`src/rtl/cyclic_pkg.sv`:
```
// Shared constants and state type for the (7,4) cyclic encoder, g(x)=x^3+x+1.
package cyclic_pkg;

    localparam int N_LEN = 7;
    localparam int K_LEN = 4;
    localparam int R_LEN = 3;
    localparam logic [3:0] GEN_POLY = 4'b1011;

    typedef enum logic [1:0] {
        IDLE = 2'd0,
        MSG  = 2'd1,
        PAR  = 2'd2
    } state_t;

endpackage

```
`src/rtl/cyclic_lfsr3.sv`:
```
// Three-stage parity LFSR for g(x)=x^3+x+1; zero-feedback shift drains parity.
module cyclic_lfsr3
    import cyclic_pkg::*;
(
    input  logic             clk,
    input  logic             rst,
    input  logic             ena,
    input  logic             clr,
    input  logic             feedback_en,
    input  logic             din,
    output logic [R_LEN-1:0] r
);

    logic f;

    assign f = din ^ r[2];

    always_ff @(posedge clk) begin
        if (rst) begin
            r <= '0;
        end else if (ena) begin
            if (clr) begin
                r <= '0;
            end else if (feedback_en) begin
                r <= {r[1], r[0] ^ f, f};
            end else begin
                r <= {r[1], r[0], 1'b0};
            end
        end
    end

endmodule

```
`src/rtl/cyclic_encoder.sv`:
```
// Serial systematic (7,4) cyclic encoder; CYCLIC_ENC_PARALLEL_OUT_EN adds cw_out/cw_valid.
module cyclic_encoder
    import cyclic_pkg::*;
(
    input  logic             clk,
    input  logic             rst,
    input  logic             ena,
    input  logic [K_LEN-1:0] msg,
    input  logic             in_valid,
    output logic             in_ready,
    output logic             sout,
    output logic             sout_valid,
    output logic             cw_last
`ifdef CYCLIC_ENC_PARALLEL_OUT_EN
    ,
    output logic [N_LEN-1:0] cw_out,
    output logic             cw_valid
`endif
);

    state_t           state, state_d;
    logic [1:0]       cnt, cnt_d;
    logic [K_LEN-1:0] msg_q, msg_d;
    logic             sout_d, valid_d, last_d;
    logic             accept;
    logic [R_LEN-1:0] r;

    assign in_ready = ena && ((state == IDLE) ||
                              (state == PAR && cnt == 2'(R_LEN - 1)));
    assign accept   = in_valid && in_ready;

    cyclic_lfsr3 u_lfsr (
        .clk         (clk),
        .rst         (rst),
        .ena         (ena),
        .clr         (accept),
        .feedback_en (state == MSG),
        .din         (msg_q[K_LEN-1]),
        .r           (r)
    );

    // sout is registered, so each edge loads the bit shown next cycle.
    // The next r2 equals the current r1 in both shift modes.
    always_comb begin
        state_d = state;
        cnt_d   = cnt;
        msg_d   = msg_q;
        sout_d  = sout;
        valid_d = sout_valid;
        last_d  = cw_last;
        if (ena) begin
            unique case (state)
                IDLE: begin
                    sout_d  = 1'b0;
                    valid_d = 1'b0;
                    last_d  = 1'b0;
                end
                MSG: begin
                    valid_d = 1'b1;
                    last_d  = 1'b0;
                    msg_d   = msg_q << 1;
                    cnt_d   = cnt + 2'd1;
                    if (cnt == 2'(K_LEN - 1)) begin
                        sout_d  = r[1];
                        state_d = PAR;
                        cnt_d   = 2'd0;
                    end else begin
                        sout_d = msg_q[K_LEN-2];
                    end
                end
                PAR: begin
                    valid_d = 1'b1;
                    sout_d  = r[1];
                    cnt_d   = cnt + 2'd1;
                    last_d  = (cnt == 2'(R_LEN - 2));
                    if (cnt == 2'(R_LEN - 1)) begin
                        state_d = IDLE;
                        cnt_d   = 2'd0;
                        sout_d  = 1'b0;
                        valid_d = 1'b0;
                        last_d  = 1'b0;
                    end
                end
                default: begin
                    state_d = IDLE;
                    cnt_d   = 2'd0;
                end
            endcase
            if (accept) begin
                state_d = MSG;
                cnt_d   = 2'd0;
                msg_d   = msg;
                sout_d  = msg[K_LEN-1];
                valid_d = 1'b1;
                last_d  = 1'b0;
            end
        end
    end

    always_ff @(posedge clk) begin
        if (rst) begin
            state      <= IDLE;
            cnt        <= 2'd0;
            msg_q      <= '0;
            sout       <= 1'b0;
            sout_valid <= 1'b0;
            cw_last    <= 1'b0;
        end else begin
            state      <= state_d;
            cnt        <= cnt_d;
            msg_q      <= msg_d;
            sout       <= sout_d;
            sout_valid <= valid_d;
            cw_last    <= last_d;
        end
    end

`ifdef CYCLIC_ENC_PARALLEL_OUT_EN
    // Collects c6..c1 as emitted; c0 is appended on the final emit.
    logic [N_LEN-2:0] shadow;

    always_ff @(posedge clk) begin
        if (rst) begin
            shadow   <= '0;
            cw_out   <= '0;
            cw_valid <= 1'b0;
        end else if (ena) begin
            if (valid_d) begin
                shadow <= {shadow[N_LEN-3:0], sout_d};
            end
            cw_valid <= last_d;
            if (last_d) begin
                cw_out <= {shadow, sout_d};
            end
        end
    end
`endif

endmodule

```
`config.mk`:
```
export PLATFORM = sky130hd
export DESIGN_NAME = cyclic_encoder
export DESIGN_NICKNAME = d
export VERILOG_FILES = /design/src/rtl/cyclic_pkg.sv /design/src/rtl/cyclic_lfsr3.sv /design/src/rtl/cyclic_encoder.sv
export SDC_FILE = /design/constraint.sdc
export NUM_CORES = 1
export LEC_CHECK = 0
export BUFFER_PORTS_ARGS = -buffer_cell sky130_fd_sc_hd__buf_2
export CORE_AREA = 2 2 45 47
export CTS_BUF_LIST = sky130_fd_sc_hd__clkbuf_16
export DETAILED_ROUTE_END_ITERATION = 16
export DIE_AREA = 0 0 47 49
export HOLD_SLACK_MARGIN = 0.05
export PLACE_DENSITY = 0.7
export SLEW_MARGIN = 25
export SYNTH_ARGS = -nofsm -noshare
export SYNTH_HDL_FRONTEND = slang
export SYNTH_SLANG_ARGS = --single-unit
```
`constraint.sdc`:
```
create_clock -name clk -period 1.38 [get_ports clk]
set_input_delay 0.414 -clock clk [delete_from_list [all_inputs] [get_ports clk]]
set_output_delay 0.414 -clock clk [all_outputs]
set_load 0.005 [all_outputs]
```
* Word level (Yosys, flattened, before mapping)
Index checks and enable logic that the tools add are counted. W data, S select, Z words.
Word-level totals: register bits after elaboration 14, input port bits 8, word-level logic and storage cells 54, output and inout port bits 4
Cells by class: reductions and logical operators 14, eq/ne operators 8, $add $sub $neg 1, multiplexer cells 22, bitwise operators 2
Operators with widths (number):
- $mux W2 | 7
- $pmux W2 S3 | 2
- $mux W4 | 2
- $reduce_and A2 Y1 | 4
- $mux W1 | 7
- $eq A2 B2 Y1 const B | 3
- $pmux W1 S3 | 2
- $eq A2 B1 Y1 const B | 2
- $reduce_and A4 Y1 | 1
- $reduce_bool A4 Y1 | 1
- $logic_and A1 B1 Y1 | 3
- $mux W3 | 1
- $ne A3 B2 Y1 const B | 1
- $ne A3 B3 Y1 const B | 1
- $reduce_bool A3 Y1 | 1
- $add A2 B1 Y2 const B | 1
- $logic_not A2 Y1 | 1
- $ne A2 B2 Y1 const B | 1
- $pmux W1 S2 | 1
- $reduce_bool A2 Y1 | 1
- $reduce_or A2 Y1 | 1
- $xor A1 B1 Y1 | 2
- $logic_or A1 B1 Y1 | 1

* Depth between registers and ports, before layout
Gate-level depths: netlist of the first run.
depth after elaboration 7, mapped depth 8, mapped depth without buffers 6

* Hierarchy
From an unflattened synthesis of the first run, not the netlist that was laid out.
Second synthesis, totals: cells, all modules 100, area total of the unflattened synthesis 869.6 um^2
By module, submodules not included:
- cyclic_encoder | cells each 85, area each 715.7 um^2, sequential area each 220.2 um^2, times used 1
- cyclic_lfsr3 | cells each 15, area each 153.9 um^2, sequential area each 60.1 um^2, times used 1

* Least setup slack after synthesis of the first run
Ideal clock, no wire load.
path type register -> register, start point register state[0], end point register cnt[0], stages on the path, launching flop included 9, path slack -0.069 ns, required time 1.245 ns, buffers on the path 2, setup time 0.135 ns, data arrival time 1.314 ns, clock period less this slack 1.449 ns, cell sequence dfxtp_1 inv_1 ha_1 a21oi_2 or2_1 buf_6 buf_8 nand4_1 a21oi_1
Between the ends: cells in the longest elaborated chain, start to end 7, elaborated cells on any way between the ends 11, those cells by class eq/ne (3); mux (2); reduce/logical (6)
Ends and longest elaborated chain:
- start: declaration | RTL line cyclic_encoder.sv:21 | state_t state, state_d;
- start signal: assignment | RTL line cyclic_encoder.sv:109 | state <= state_d;
- $eq A2 B2 Y1 | RTL line cyclic_encoder.sv:29, cyclic_encoder.sv:52
- $logic_and A1 B1 Y1 | RTL line cyclic_encoder.sv:29 | (state == PAR && cnt == 2'(R_LEN - 1)));
- $logic_or A1 B1 Y1 | RTL line cyclic_encoder.sv:28 | assign in_ready = ena && ((state == IDLE) ||
- $logic_and A1 B1 Y1 | RTL line cyclic_encoder.sv:28
- $logic_and A1 B1 Y1 | RTL line cyclic_encoder.sv:30 | assign accept = in_valid && in_ready;
- $ne A2 B2 Y1 (no source line)
- $reduce_and A2 Y1 (no source line)
- end signal: assignment | RTL line cyclic_encoder.sv:110 | cnt <= cnt_d;
- end: declaration | RTL line cyclic_encoder.sv:22 | logic [1:0] cnt, cnt_d;
Several ways; a longest one is shown, not always the timed one. A chain may end at the register's enable or synchronous reset.

* Final worst setup path of the first run
start point register state[1], end point output port in_ready
Between the ends: cells in the longest elaborated chain, start to end 4, elaborated cells on any way between the ends 5, those cells by class eq/ne (1); reduce/logical (4)
Ends and longest elaborated chain:
- $eq A2 B2 Y1 | RTL line cyclic_encoder.sv:29
- $logic_and A1 B1 Y1 | RTL line cyclic_encoder.sv:29
- $logic_or A1 B1 Y1 (*) | RTL line cyclic_encoder.sv:28
- $logic_and A1 B1 Y1 (*) | RTL line cyclic_encoder.sv:28
- end: declaration | RTL line cyclic_encoder.sv:10 | output logic in_ready,
Every way passes the cells marked *; elsewhere a longest branch is shown, timed or not.

==> results of run 1 <==
==> stage by stage <==
step | cells | util, %
after global routing | 157 | 73.2
after CTS | 156 | 66.0
final | 157 | 73.2
after detailed placement | 148 | 56.3
after global placement | 148 | 56.3
after floorplan | 99 | -
==> cell usage after synthesis (2+ instances only) <==
cell type / count
a311oi_2: 3
dfxtp_1: 14
nor2b_1: 2
inv_1: 6
ha_1: 8
nand2_1: 13
clkbuf_1: 2
xor2_1: 2
o21ai_0: 4
nand2b_1: 8
nand3_1: 5
a21oi_1: 8
nor2_1: 5
nand4_1: 4
mux2i_1: 2
==> sequential cells by signal, indices dropped and copies added (netlist names) <==
signal / flops
cnt: 2
cw_last: 1
msg_q: 4
sout: 1
sout_valid: 1
state: 2
u_lfsr.r: 3
==> power groups by stage <==
stage	Combinational [mW]	Clock [mW]	Sequential, mW
CTS	0.211	0.563	0.432
global route	0.279	0.585	0.435
finish	0.261	0.559	0.434
floorplan	0.106	0	0.439
detailed placement	0.173	0	0.440
global placement	0.169	0	0.439
==> routing by layer <==
layer,GRT usage (%),up-vias,part of all wire [%]
li1,-,406,-
met1,26.6,425,42
met2,38.8,21,52
met3,4.44,5,4.6
met4,8.33,0,1.7
met5,0,-,0
==> logic make-up (layout without fill, tap and decap cells) <==
group / count (synthesis) / in the layout / share of synthesized area [%]
AO/OA/AOI/OAI: 20 / 20 / 17.3
XOR/XNOR: 2 / 2 / 2.07
adder cells (fa/ha/maj): 8 / 8 / 11.9
buffers and inverters: 11 / 42 / 7.26
flip-flops: 14 / 14 / 33.2
multiplexers: 3 / 3 / 3.70
AND/OR/NAND/NOR: 41 / 41 / 24.6
==> worst min-delay path: stages <==
cell and delay, ns:
buf_2 0.10, nand2_1 0.07, a21oi_2 0.05
==> path summary, 6_finish.rpt <==
| path | from | endpoint | slack, ns | cells after the start |
|---|---|---|---|---|
| max | state[1] | in_ready | -0.31 | 5 |
| min | msg[0] | msg_q[0] | 0.43 | 3 |
| min reg2reg | msg_q[0] | msg_q[0] | 0.49 | 2 |
| max reg2reg | state[1] | msg_q[2] | -0.19 | 8 |
==> final cells by class <==
cell class	count	area [sq um]
clock buffers	3	75.1
flip-flops and latches	14	287
multi-input cells	74	663
clock inverters	1	3.75
fillers	126	493
inverters	6	25.0
repair buffers	32	262
well taps	27	33.8
==> what timing repair did <==
| action | CTS | global route |
|---|---|---|
| gates cloned | 1 | 0 |
| endpoints found under the hold margin | 0 | 0 |
| pin swaps | 3 | 15 |
| resized for setup | 12 | 26 |
| setup buffers | 3 | 3 |
| hold buffers | 0 | 0 |
| setup endpoints to repair | 12 | 15 |
==> results.md, run 1 <==
* CTS buffer count at 3
* Highest-delay cell along the critical path: dfxtp_4
* Gate count of the mapped netlist at 99
* Register clock-pin slew on the reported worst setup and hold paths at 0.05 ns
* Worst-Margin Slew at 0.380 ns
* Core area at 1840 sq um
* Yosys reg bits at 14
* Fraction of layout cells with a size suffix above 1 at 52.3%
* Final nets at 147
* Via density at 5.46
* Num ports at 12
* Highest Clock Rate at 0.590 GHz
* Vias in the first global route at 850
* Fin. Hold Viols at 0
* Longest Clk Path Bufs at 2
* WL/cell at 15.1 um
* Crit path kind: reg2out
* Antenna Nets Post-Route at 0
* Post-synth EDFFs at 0
* Tmin final at 1.69 ns
* Prevailing post-synth register cell: dfxtp_1
* Starting density of the core at 45.9%
* CP required at 0.97 ns
* Clock power share at 44.6%
* CTS H-tree depth at 1
* Routed via count at 857
* Startpoint Class: flop
* Setup_tns at -2.15 ns
* CP top delay family: flip-flops
* Pleak at 0.522 nW
* Total GRT Usage at 22.7%
* TritonCTS clock tree: yes
* Commonest non-fill, non-tap cells in the layout: buf_4 (17), nand2_1 (11), dfxtp_1 (11), buf_2 (11)
* Status: finished with violations
* DIE HEIGHT at 49 um
* Syn_nets at 115
* Die ar. at 2300 sq um
* Pre-CTS setup slack at -0.122 ns
* I/O Buffers at 11
* Syn Area/Cell at 8.53 sq um
* Synth area leaders: dfxtp_1 (33%), ha_1 (12%), nand2b_1 (5.9%), nand2_1 (5.8%), a311oi_2 (5.3%)
* Proportion of synthesized chip area in sequential cells at 33.2%
* Power Density at 930 nW/um^2
* Max Cap Violations at 0
* Failing checks: negative setup slack
* CP Capture Type: primary output
* Design Area, Final at 1350 sq um
* Inserted Diodes at 0
* DR iter-0 viols at 19
* First-pass GRT wire length at 3.77 mm
* Worst rel slew slack at 74.6%
* Leading area contributor after synthesis: dfxtp_1
* Netlist Area Pre-Place at 845 sq um
* Design Power at 1.25 mW
* Synth warnings at 0
* Synth cell types at 28
* Detailed Routing Iterations Pass 1 at 4
* Area after DPL at 1040 sq um
* Initial antenna violation count at 0
* Top cell type's share of synthesized area at 33.2%
* Slowest stage delay, CP at 0.36 ns
* Final WS setup at -0.315 ns
* Bufs and invs on worst path at 2
* Internal power at 0.936 mW
* Die Span X at 47 um
* Endpoints failing setup at 15
* Fin crit share at 123%
* RSZ-0062 raised after global routing: true
* P&R area growth vs syn at 59.7%
* Final wirelength at 2.38 mm
* Grt ovf at 0
* Crit path cell chain: inv_2 -> ha_4 -> a21oi_2 -> and2b_1 -> buf_2
* Max VDD drop at 0.00101 V
* Crit path DAT at 1.28 ns
* Num Clock Sinks at 14
* Setup Skew at 0.00242 ns
* Slew Limit Fails at 0
* DR DRC count at 0
* Most common cell after layout, fill and taps aside: buf_4
* Hold WC Path Type: in2reg
* Clock root buffer: clkbuf_16
* Largest fanout on the critical path at 3
* Largest net degree at the start of global routing at 17
* Seq pwr share at 34.6%
* HPWL Detailed at 1.45 mm
* # rows at 16
* Hold slack at 0.430 ns
* Ys async rst share at 0%
* Switching pwr at 0.317 mW
* Final estimated routing congestion in global placement at 0.840
* Comb pwr share at 20.8%
* Sw Ratio at 25.3%
* Clock Latency Late Sink at 0.25 ns
Note: power is estimated with default switching activity, not from simulation.
==> run 2: changes to the inputs <==
--- a/config.mk
+++ b/config.mk
@@ -11,7 +11,7 @@
 export DETAILED_ROUTE_END_ITERATION = 16
 export DIE_AREA = 0 0 47 49
 export HOLD_SLACK_MARGIN = 0.05
-export PLACE_DENSITY = 0.7
+export PLACE_DENSITY = 0.67
 export SLEW_MARGIN = 25
 export SYNTH_ARGS = -nofsm -noshare
 export SYNTH_HDL_FRONTEND = slang
==> constraint.sdc (replaced) <==
create_clock -name clk -period 1.8 [get_ports clk]
set_input_delay 0.54 -clock clk [delete_from_list [all_inputs] [get_ports clk]]
set_output_delay 0.54 -clock clk [all_outputs]
set_load 0.005 [all_outputs]
==> results.md, run 2 (synthesized netlist as in run 1, its figures left out) <==
* Status: finished with violations (unchanged)
* Failing checks: negative setup slack (unchanged)
* Num ports at 12 (unchanged)
* DR DRC count at 0 (unchanged)
* Core area at 1840 sq um (unchanged)
* CTS buffer count at 3 (unchanged)
* Max reg flops at 4 (unchanged)
* I/O Buffers at 11 (unchanged)
* Fin. Hold Viols at 0 (unchanged)
* Routed via count at 776 (was 857)
* Endpoints failing setup at 1 (was 15)
* Most common cell after layout, fill and taps aside: nand2_1 (was buf_4)
* Antenna Nets Post-Route at 0 (unchanged)
* Setup_tns at -0.00962 ns (was -2.15 ns)
* Pre-CTS setup slack at 0.0932 ns (was -0.122 ns)
* RSZ-0062 raised after global routing: true (unchanged)
* Power Density at 805 nW/um^2 (was 930 nW/um^2)
* P&R area growth vs syn at 32.4% (was 59.7%)
* Detailed Routing Iterations Pass 1 at 4 (unchanged)
* Hold WC Path Type: reg2reg (was in2reg)
* TritonCTS clock tree: yes (unchanged)
* Grt ovf at 0 (unchanged)
* Total GRT Usage at 19.4% (was 22.7%)
* WL/cell at 13.2 um (was 15.1 um)
* DR iter-0 viols at 10 (was 19)
* Commonest non-fill, non-tap cells in the layout: nand2_1 (13), buf_4 (12), buf_2 (11) (was buf_4 (17), nand2_1 (11), dfxtp_1 (11), buf_2 (11))
* Largest registers: msg_q x4, u_lfsr.r x3 (unchanged)
* Largest fanout on the critical path at 4 (was 3)
* Finished Layout Cells at 148 (was 157)
* Crit path kind: reg2out (unchanged)
* Register clock-pin slew on the reported worst setup and hold paths at 0.05 ns (about the same)
* Final estimated routing congestion in global placement at 0.838 (was 0.840)
* Max VDD drop at 0.000586 V (was 0.00101 V)
* Hold slack at 0.461 ns (was 0.430 ns)
* Startpoint Class: flop (unchanged)
* Highest Clock Rate at 0.553 GHz
* Final nets at 138 (was 147)
* Tmin final at 1.81 ns
* Clock root buffer: clkbuf_16 (unchanged)
* HPWL Detailed at 1.29 mm (was 1.45 mm)
* Worst rel slew slack at 79.0% (was 74.6%)
* Crit path DAT at 1.27 ns (was 1.28 ns)
* Max Cap Violations at 0 (unchanged)
* Setup Skew at 0.00242 ns (about the same)
* Initial antenna violation count at 0 (unchanged)
* Largest Register: msg_q (unchanged)
* Vias in the first global route at 796 (was 850)
* Num Clock Sinks at 14 (unchanged)
* Starting density of the core at 45.9% (unchanged)
* Hold_buf cts at 0 (unchanged)
* Fin crit share at 101%
* Fraction of layout cells with a size suffix above 1 at 33.9% (was 52.3%)
* Final wirelength at 1.96 mm (was 2.38 mm)
* Die Span X at 47 um (unchanged)
* CP required at 1.26 ns (was 0.97 ns)
* Slew Limit Fails at 0 (unchanged)
* Largest net degree at the start of global routing at 17 (unchanged)
* CTS H-tree depth at 1 (unchanged)
* Clock Latency Late Sink at 0.25 ns (about the same)
* Final core occ at 60.7% (was 73.2%)
* Placed Instances at 137 (was 148)
* DIE HEIGHT at 49 um (unchanged)
* Final WS setup at -0.00962 ns (was -0.315 ns)
* CP Capture Type: primary output (unchanged)
* Longest Clk Path Bufs at 2 (unchanged)
* First-pass GRT wire length at 3.27 mm (was 3.77 mm)
* Area after DPL at 932 sq um (was 1040 sq um)
* Worst-Margin Slew at 0.316 ns (was 0.380 ns)
* Pleak at 0.448 nW (was 0.522 nW)
* # rows at 16 (unchanged)
* Via density at 5.24 (was 5.46)
* Design Area, Final at 1120 sq um (was 1350 sq um)
* Die ar. at 2300 sq um (unchanged)
* Inserted Diodes at 0 (unchanged)
* Design Power at 0.900 mW (was 1.25 mW)
run 2: cell types whose count changed in the layout (fill, tap and decap cells not counted), moves of 3 or more:
| cell | change |
|---|---|
| a21oi_2 | -7 |
| buf_4 | -5 |
| nand3_1 | +3 |
| a21oi_1 | +6 |
| o21ai_0 | +3 |
run 2: timing repair:
action	4_1_cts	5_1_grt
setup endpoints to repair	1	1
pin swaps	3	2
setup buffers	4	3
gates resized for setup	13	3
run 2: critical path, stage by stage, from the launching register on:
cell and delay, ns:
dfxtp_4 0.39, inv_4 0.05, ha_4 0.16, a21oi_4 0.12
and2b_1 0.19, buf_2 0.12
run 2: path summary, 6_finish.rpt:
| check | slack, ns | from | to | cells past startpoint |
|---|---|---|---|---|
| worst min-delay path | 0.46 | cw_last | cw_last | 2 |
| worst max-delay path | -0.01 | state[1] | in_ready | 5 |
| worst min register to register | 0.46 | cw_last | cw_last | 2 |
| worst max register to register | 0.11 | state[1] | msg_q[3] | 8 |
run 2: per-layer routing:
metal	routed length [um]	GRT usage [%]	part of all wire, %
met2	987	30.8	50
met1	865	24.0	44
met5	0	0	0
met3	60	3.33	3.1
met4	42	10.2	2.1
run 2: cell type report:
cell class                 instances  area (sq um)
multi-input combinational         74           548
timing repair buffer              23           145
inverter                           6          25.0
clock buffer                       3          75.1
clock inverter                     1          3.75
fill                             166           723
tap                               27          33.8
sequential                        14           288
run 2: where the power goes:
group	internal, mW	total (mW)	switching, mW	leakage [nW]
clock	0.294	0.428	0.134	0.0385
combinational	0.0672	0.140	0.0732	0.293
sequential	0.323	0.332	0.00874	0.116
